### config.mk
export PLATFORM = sky130hd
export DESIGN_NAME = ram_arbiter_flat
export DESIGN_NICKNAME = d
export VERILOG_FILES = /design/src/rtl/ram_arbiter_if.sv /design/src/rtl/ram_arbiter.sv /design/src/flat_wrapper.sv
export SDC_FILE = /design/constraint.sdc
export NUM_CORES = 1
export LEC_CHECK = 0
export ABC_AREA = 0
export CELL_PAD_IN_SITES_DETAIL_PLACEMENT = 2
export CELL_PAD_IN_SITES_GLOBAL_PLACEMENT = 2
export CORE_MARGIN = 2
export CORE_UTILIZATION = 25
export CTS_BUF_LIST = sky130_fd_sc_hd__clkbuf_4 sky130_fd_sc_hd__clkbuf_8
export DETAILED_ROUTE_END_ITERATION = 12
export PLACE_DENSITY = 0.91
export SLEW_MARGIN = 20
export SYNTH_ARGS = -nofsm -noshare
export SYNTH_HDL_FRONTEND = slang
export SYNTH_SLANG_ARGS = --single-unit
### constraint.sdc
create_clock -name CLK -period 1.78 [get_ports CLK]
set_clock_uncertainty 0.1 [all_clocks]
set_input_delay 0.445 -clock CLK [delete_from_list [all_inputs] [get_ports CLK]]
set_output_delay 0.445 -clock CLK [all_outputs]
set_load 0.05 [all_outputs]
### src/rtl/ram_arbiter_if.sv
// Bus bundle between the fetch/data requesters, the shared RAM and the arbiter.
// The arbiter takes the slave view; the bench (requesters + RAM model) takes the master view.
interface ram_arbiter_if;
    logic        iren;
    logic [31:0] imemaddr;
    logic        dren;
    logic        dwen;
    logic [31:0] dmmaddr;
    logic [31:0] dmmstore;
    logic        busy_o;
    logic [31:0] ramload;
    logic        Ren;
    logic        Wen;
    logic [31:0] ramaddr;
    logic [31:0] ramstore;
    logic        ihit;
    logic [31:0] imemload;
    logic        dhit;
    logic [31:0] dmmload;
    logic        err;

    modport slave (
        input  iren, imemaddr, dren, dwen, dmmaddr, dmmstore, busy_o, ramload,
        output Ren, Wen, ramaddr, ramstore, ihit, imemload, dhit, dmmload, err
    );

    modport master (
        output iren, imemaddr, dren, dwen, dmmaddr, dmmstore, busy_o, ramload,
        input  Ren, Wen, ramaddr, ramstore, ihit, imemload, dhit, dmmload, err
    );
endinterface

### src/rtl/ram_arbiter.sv
// Two-requester arbiter for a single-port RAM: fetch and data sides alternate when
// both are pending, each access ends in a one-cycle hit pulse, and a stuck RAM is timed out.
module ram_arbiter (
    input  logic          CLK,
    input  logic          nRST,
    ram_arbiter_if.slave  bus
);
    typedef enum logic [2:0] {IDLE, IREQ, DREQ, IRESP, DRESP} state_t;

    state_t      state_q, state_d;
    logic        last_d_q, last_d_d;   // 1 = data side won the most recent grant
    logic [31:0] addr_q, addr_d;
    logic [31:0] wdata_q, wdata_d;
    logic        wr_q, wr_d;
    logic [7:0]  cnt_q, cnt_d;
    logic        err_q, err_d;
    logic [31:0] imemload_q, imemload_d;
    logic [31:0] dmmload_q, dmmload_d;

    logic dreq, pick_d, active;

    assign dreq   = bus.dren | bus.dwen;
    assign pick_d = dreq & (~bus.iren | ~last_d_q);
    assign active = (state_q == IREQ) || (state_q == DREQ);

    always_ff @(posedge CLK or negedge nRST) begin
        if (!nRST) begin
            state_q    <= IDLE;
            last_d_q   <= 1'b1;
            addr_q     <= '0;
            wdata_q    <= '0;
            wr_q       <= 1'b0;
            cnt_q      <= '0;
            err_q      <= 1'b0;
            imemload_q <= '0;
            dmmload_q  <= '0;
        end else begin
            state_q    <= state_d;
            last_d_q   <= last_d_d;
            addr_q     <= addr_d;
            wdata_q    <= wdata_d;
            wr_q       <= wr_d;
            cnt_q      <= cnt_d;
            err_q      <= err_d;
            imemload_q <= imemload_d;
            dmmload_q  <= dmmload_d;
        end
    end

    always_comb begin
        state_d    = state_q;
        last_d_d   = last_d_q;
        addr_d     = addr_q;
        wdata_d    = wdata_q;
        wr_d       = wr_q;
        cnt_d      = cnt_q;
        err_d      = err_q;
        imemload_d = imemload_q;
        dmmload_d  = dmmload_q;
        case (state_q)
            IDLE: begin
                if (pick_d) begin
                    state_d  = DREQ;
                    last_d_d = 1'b1;
                    addr_d   = bus.dmmaddr;
                    wdata_d  = bus.dmmstore;
                    wr_d     = bus.dwen;
                    cnt_d    = '0;
                    err_d    = 1'b0;
                end else if (bus.iren) begin
                    state_d  = IREQ;
                    last_d_d = 1'b0;
                    addr_d   = bus.imemaddr;
                    wdata_d  = '0;
                    wr_d     = 1'b0;
                    cnt_d    = '0;
                    err_d    = 1'b0;
                end
            end
            IREQ, DREQ: begin
                if (!bus.busy_o) begin
                    if (!wr_q && state_q == IREQ) imemload_d = bus.ramload;
                    if (!wr_q && state_q == DREQ) dmmload_d  = bus.ramload;
                    state_d = (state_q == IREQ) ? IRESP : DRESP;
                end else begin
                    cnt_d = cnt_q + 8'd1;
                    // Abort on the busy cycle that takes the counter to 255.
                    if (cnt_q == 8'd254) begin
                        err_d   = 1'b1;
                        state_d = (state_q == IREQ) ? IRESP : DRESP;
                    end
                end
            end
            IRESP, DRESP: state_d = IDLE;
            default:      state_d = IDLE;
        endcase
    end

    assign bus.Ren      = active & ~wr_q;
    assign bus.Wen      = active &  wr_q;
    assign bus.ramaddr  = active ? addr_q  : '0;
    assign bus.ramstore = active ? wdata_q : '0;
    assign bus.ihit     = (state_q == IRESP);
    assign bus.dhit     = (state_q == DRESP);
    assign bus.err      = ((state_q == IRESP) || (state_q == DRESP)) & err_q;
    assign bus.imemload = imemload_q;
    assign bus.dmmload  = dmmload_q;
endmodule

### src/flat_wrapper.sv
// flat-port wrapper written by rule: the top's interface ports become plain ports
module ram_arbiter_flat 
  (CLK, nRST, bus_iren, bus_imemaddr, bus_dren, bus_dwen, bus_dmmaddr, bus_dmmstore, bus_busy_o, bus_ramload, bus_Ren, bus_Wen, bus_ramaddr, bus_ramstore, bus_ihit, bus_imemload, bus_dhit, bus_dmmload, bus_err);
  ram_arbiter_if bus_i ();
  input  logic CLK;
  input  logic nRST;
  input wire logic [$bits(bus_i.iren)-1:0] bus_iren;
  input wire logic [$bits(bus_i.imemaddr)-1:0] bus_imemaddr;
  input wire logic [$bits(bus_i.dren)-1:0] bus_dren;
  input wire logic [$bits(bus_i.dwen)-1:0] bus_dwen;
  input wire logic [$bits(bus_i.dmmaddr)-1:0] bus_dmmaddr;
  input wire logic [$bits(bus_i.dmmstore)-1:0] bus_dmmstore;
  input wire logic [$bits(bus_i.busy_o)-1:0] bus_busy_o;
  input wire logic [$bits(bus_i.ramload)-1:0] bus_ramload;
  output wire logic [$bits(bus_i.Ren)-1:0] bus_Ren;
  output wire logic [$bits(bus_i.Wen)-1:0] bus_Wen;
  output wire logic [$bits(bus_i.ramaddr)-1:0] bus_ramaddr;
  output wire logic [$bits(bus_i.ramstore)-1:0] bus_ramstore;
  output wire logic [$bits(bus_i.ihit)-1:0] bus_ihit;
  output wire logic [$bits(bus_i.imemload)-1:0] bus_imemload;
  output wire logic [$bits(bus_i.dhit)-1:0] bus_dhit;
  output wire logic [$bits(bus_i.dmmload)-1:0] bus_dmmload;
  output wire logic [$bits(bus_i.err)-1:0] bus_err;
  assign bus_i.iren = bus_iren;
  assign bus_i.imemaddr = bus_imemaddr;
  assign bus_i.dren = bus_dren;
  assign bus_i.dwen = bus_dwen;
  assign bus_i.dmmaddr = bus_dmmaddr;
  assign bus_i.dmmstore = bus_dmmstore;
  assign bus_i.busy_o = bus_busy_o;
  assign bus_i.ramload = bus_ramload;
  assign bus_Ren = bus_i.Ren;
  assign bus_Wen = bus_i.Wen;
  assign bus_ramaddr = bus_i.ramaddr;
  assign bus_ramstore = bus_i.ramstore;
  assign bus_ihit = bus_i.ihit;
  assign bus_imemload = bus_i.imemload;
  assign bus_dhit = bus_i.dhit;
  assign bus_dmmload = bus_i.dmmload;
  assign bus_err = bus_i.err;
  ram_arbiter u_core (.CLK(CLK), .nRST(nRST), .bus(bus_i));
endmodule
==> impl_metrics.json, run 1 <==
{
  "run_status": "finished with violations",
  "failed_checks": "negative setup slack",
  "r2r_path_end": "u_core.addr_q[29]",
  "fp.coreArea_um2": 24900,
  "synthesized_flop_and_latch_total": 142,
  "cts_root_buffer": "clkbuf_8",
  "grt_setup_unrepaired": "true",
  "path_common_cell": "buf_12",
  "dp_worst_setup_slack_ps": -493,
  "syn-mean-instance-area_um2": 12.6,
  "floorplan.initialDensity_pct": 25.2,
  "number_of_antenna_violations_at_the_first_check_in_global_routing": 1,
  "portion_of_synthesized_cell_area_occupied_by_the_leading_cell_type_pct": 56.2,
  "setup.worst_path.start": "u_core.state_q[0]",
  "insertion_delay_to_the_later_sink_of_the_worst_skew_pair_ps": 450,
  "worst-r2r-cell-count": 10,
  "use_met3_pct": 4.63,
  "path_depth": 6,
  "critical_path_arrival_ps": 1820,
  "drt_wirelength_um": 26300,
  "synth-async-reset-ratio_pct": 100,
  "synth.yosys.seq_area_share_pct": 56.6,
  "power_density_nw_per_um2": 2500,
  "ios": 267,
  "clock_tree.htree_level_count": 4,
  "die_outline_width_um": 163,
  "syn_area_um2": 6280,
  "crit_fanout": 26,
  "first_global_vias": 6039,
  "grt_first_pass_wirelength_um": 37300,
  "num-fill-cells": 2334,
  "cell_internal_pwr_uw": 16400,
  "gp_congestion": 0.756,
  "r2r_setup_slack_ps": -170,
  "dominantRegCellSynth": "dfrtp_1",
  "grt_util_met2_pct": 35.3,
  "clkTransAtPathRegs_ps": 90,
  "syn_to_final_growth_pct": 90.1,
  "worstHoldPathType": "in2async",
  "synth_enable_flop_cells": 0,
  "crit_chain": "xnor2_4, nor2_4, buf_12, buf_16, and2_4, buf_12",
  "route.antenna.remaining_nets": 0,
  "synthesis.instances": 500,
  "finalWorstSetupSlack_ps": -589,
  "pwr-share-comb_pct": 70.1,
  "detailed_route_vias_per_instance": 4.60,
  "total_leakage_power_uw": 0.00525,
  "max_capacitance_violation_total": 0,
  "grtUsageMet1_pct": 20.8,
  "grt.overflow.total": 0,
  "fmaxAchievable_mhz": 422,
  "detailedRoute.firstIterationViolations": 201,
  "routed-via-count": 5284,
  "num-nets-final": 941,
  "ir_worst_vdd_mv": 1.10,
  "cts_buffer_depth": 2,
  "tritoncts_num_sinks": 142,
  "critical_path.endpoint_type": "output pin",
  "finalPower_uw": 29900,
  "dp_hpwl_um": 18100,
  "sw_frac_of_total_pct": 45.0,
  "synth-warning-count": 0,
  "worst-endpoint-required_ps": 1230,
  "port-buffer-count": 266,
  "power.share.sequential_pct": 20.5,
  "start_kind": "flip-flop",
  "cp-endpoint": "bus_ramaddr[30]",
  "timing.critical_path.slowest_cell_delay_ps": 450,
  "drc": 0,
  "placementRows": 58,
  "final_count_of_negative_setup_slack_endpoints": 156,
  "cts_tree": "yes",
  "timing.critical_path.slowest_stage_cell": "dfrtp_2",
  "regToRegStartpoint": "u_core.state_q[0]",
  "cts_buffers": 17,
  "finalHoldViolations": 0,
  "layout.cells.most_common_list": "141 x buf_12, 138 x dfrtp_1, 132 x clkdlybuf4s50_1, 65 x and2_4, 63 x mux2_2",
  "synth_cell_types": 42,
  "drt-wirelength-per-cell_um": 22.9,
  "timing_worst_setup_path_type": "reg2out",
  "cp_top_family": "flip-flops",
  "worst_hold_slack_ps": 272,
  "final-max-slew-violation-count": 0,
  "net_count_synth": 636,
  "power.switching_uw": 13400,
  "tightest_slew_ps": 377,
  "layout_worst_path_cycle_share_pct": 133,
  "layout-drive-gt1-share_pct": 47.6,
  "dieArea_um2": 26400,
  "final.min_clock_period_ps": 2370,
  "synthTopCellsByArea": "dfrtp_1 56%, mux2_2 11%, and2_1 6.5%",
  "groute.usage.overall_pct": 18.8,
  "clock_power_share_pct": 9.3,
  "post-synth-top-area-cell": "dfrtp_1",
  "mostFrequentLayoutCell": "buf_12",
  "die_height_um": 163,
  "grt_max_degree": 55,
  "worst_slew_margin_rel_pct": 74.6,
  "first_pass_iters": 4,
  "cp.buffers_inverters": 3,
  "grt.busiest_layer": "met2"
}
layer usage:
layer / wire length (um) / share of wire, %
met1: 9830 / 37
met2: 14400 / 55
met3: 1470 / 5.6
met4: 605 / 2.3
met5: 0 / 0
Yosys cell counts, types with 3 or more instances:
cell	number
nor2_1	5
buf_4	5
clkbuf_2	6
a22o_1	34
a211oi_1	3
nor3_1	4
inv_1	3
buf_2	4
buf_6	9
dfrtp_1	141
and2_1	65
o21ai_0	44
mux2i_1	32
mux2_2	64
nand3_1	3
clkbuf_1	6
nand2_1	39
flip-flops by register name, indices dropped and copies added, names as in the netlist:
signal and count:
u_core.addr_q 32, u_core.bus.dmmload 32, u_core.bus.imemload 32, u_core.cnt_q 8
u_core.err_q 1, u_core.last_d_q 1, u_core.state_q 3, u_core.wdata_q 32
u_core.wr_q 1
kinds of logic after synthesis:
| logic type | synth area share (%) |
|---|---|
| buffers and inverters | 3.88 |
| xor gates and xnor gates | 1.02 |
| adders and majority gates | 0.398 |
| muxes | 16.8 |
| AOI/OAI and AO/OA | 9.32 |
| and+or+nand+nor | 12.0 |
| DFF | 56.6 |
power by group through the flow:
stage / clock, uW / sequential [uW] / combinational, uW
6_report: 2780 / 6130 / 20900
5_1_grt: 3020 / 6320 / 21800
4_1_cts: 2880 / 6090 / 19600
3_5_place_dp: 0 / 6130 / 19000
3_3_place_gp: 0 / 5940 / 18400
2_1_floorplan: 0 / 8060 / 7750
through the flow:
step	util (%)	instance area (um2)	setup TNS (ps)	cells
after floorplan	-	6520	-9060	500
after global placement	44.1	11000	-45540	1093
after detailed placement	44.1	11000	-52920	1093
after CTS	46.2	11500	-40790	1131
after global routing	48.0	11900	-56770	1148
final	48.0	11900	-45240	1148
worst min path at each step:
stage | cells after the start | slack [ps] | endpoint | from
2_1_floorplan | 0 | 50 | u_core.addr_q[0] | nRST
3_3_place_gp | 1 | 160 | u_core.addr_q[20] | nRST
3_5_place_dp | 1 | 170 | u_core.addr_q[21] | nRST
4_1_cts | 2 | 250 | u_core.addr_q[20] | nRST
5_1_grt | 2 | 260 | u_core.addr_q[21] | nRST
6_report | 2 | 270 | u_core.addr_q[21] | nRST
area by class of cell:
type	instances	area (um2)	share of cell area, %
clock buffer	18	248	2.07
tap	330	413	3.46
clock inverter	13	155	1.30
sequential	142	3560	29.8
multi-input combinational	323	2840	23.7
timing repair buffer	318	4720	39.5
inverter	3	11.3	0.0943
antenna	1	2.50	0.0209
timing repair:
| item | in CTS | in global routing |
|---|---|---|
| gates resized for setup | 10 | 87 |
| setup buffers | 5 | 9 |
| gates cloned | 1 | 9 |
| endpoints found under the setup margin | 71 | 82 |
| pin swaps | 2 | 12 |
| endpoints found under the hold margin | 141 | 0 |
| hold buffers | 1 | 0 |
No activity file was read; power rests on OpenSTA's default activity.
==> run 2: changes to the inputs <==
--- a/config.mk
+++ b/config.mk
@@ -10,7 +10,7 @@
 export CELL_PAD_IN_SITES_GLOBAL_PLACEMENT = 2
 export CORE_MARGIN = 2
 export CORE_UTILIZATION = 25
-export CTS_BUF_LIST = sky130_fd_sc_hd__clkbuf_4 sky130_fd_sc_hd__clkbuf_8
+export CTS_BUF_LIST = sky130_fd_sc_hd__clkbuf_8
 export DETAILED_ROUTE_END_ITERATION = 12
 export PLACE_DENSITY = 0.91
 export SLEW_MARGIN = 20
==> results of run 2 <==
No change in the layout: final DEF, timing and power equal those of run 1.
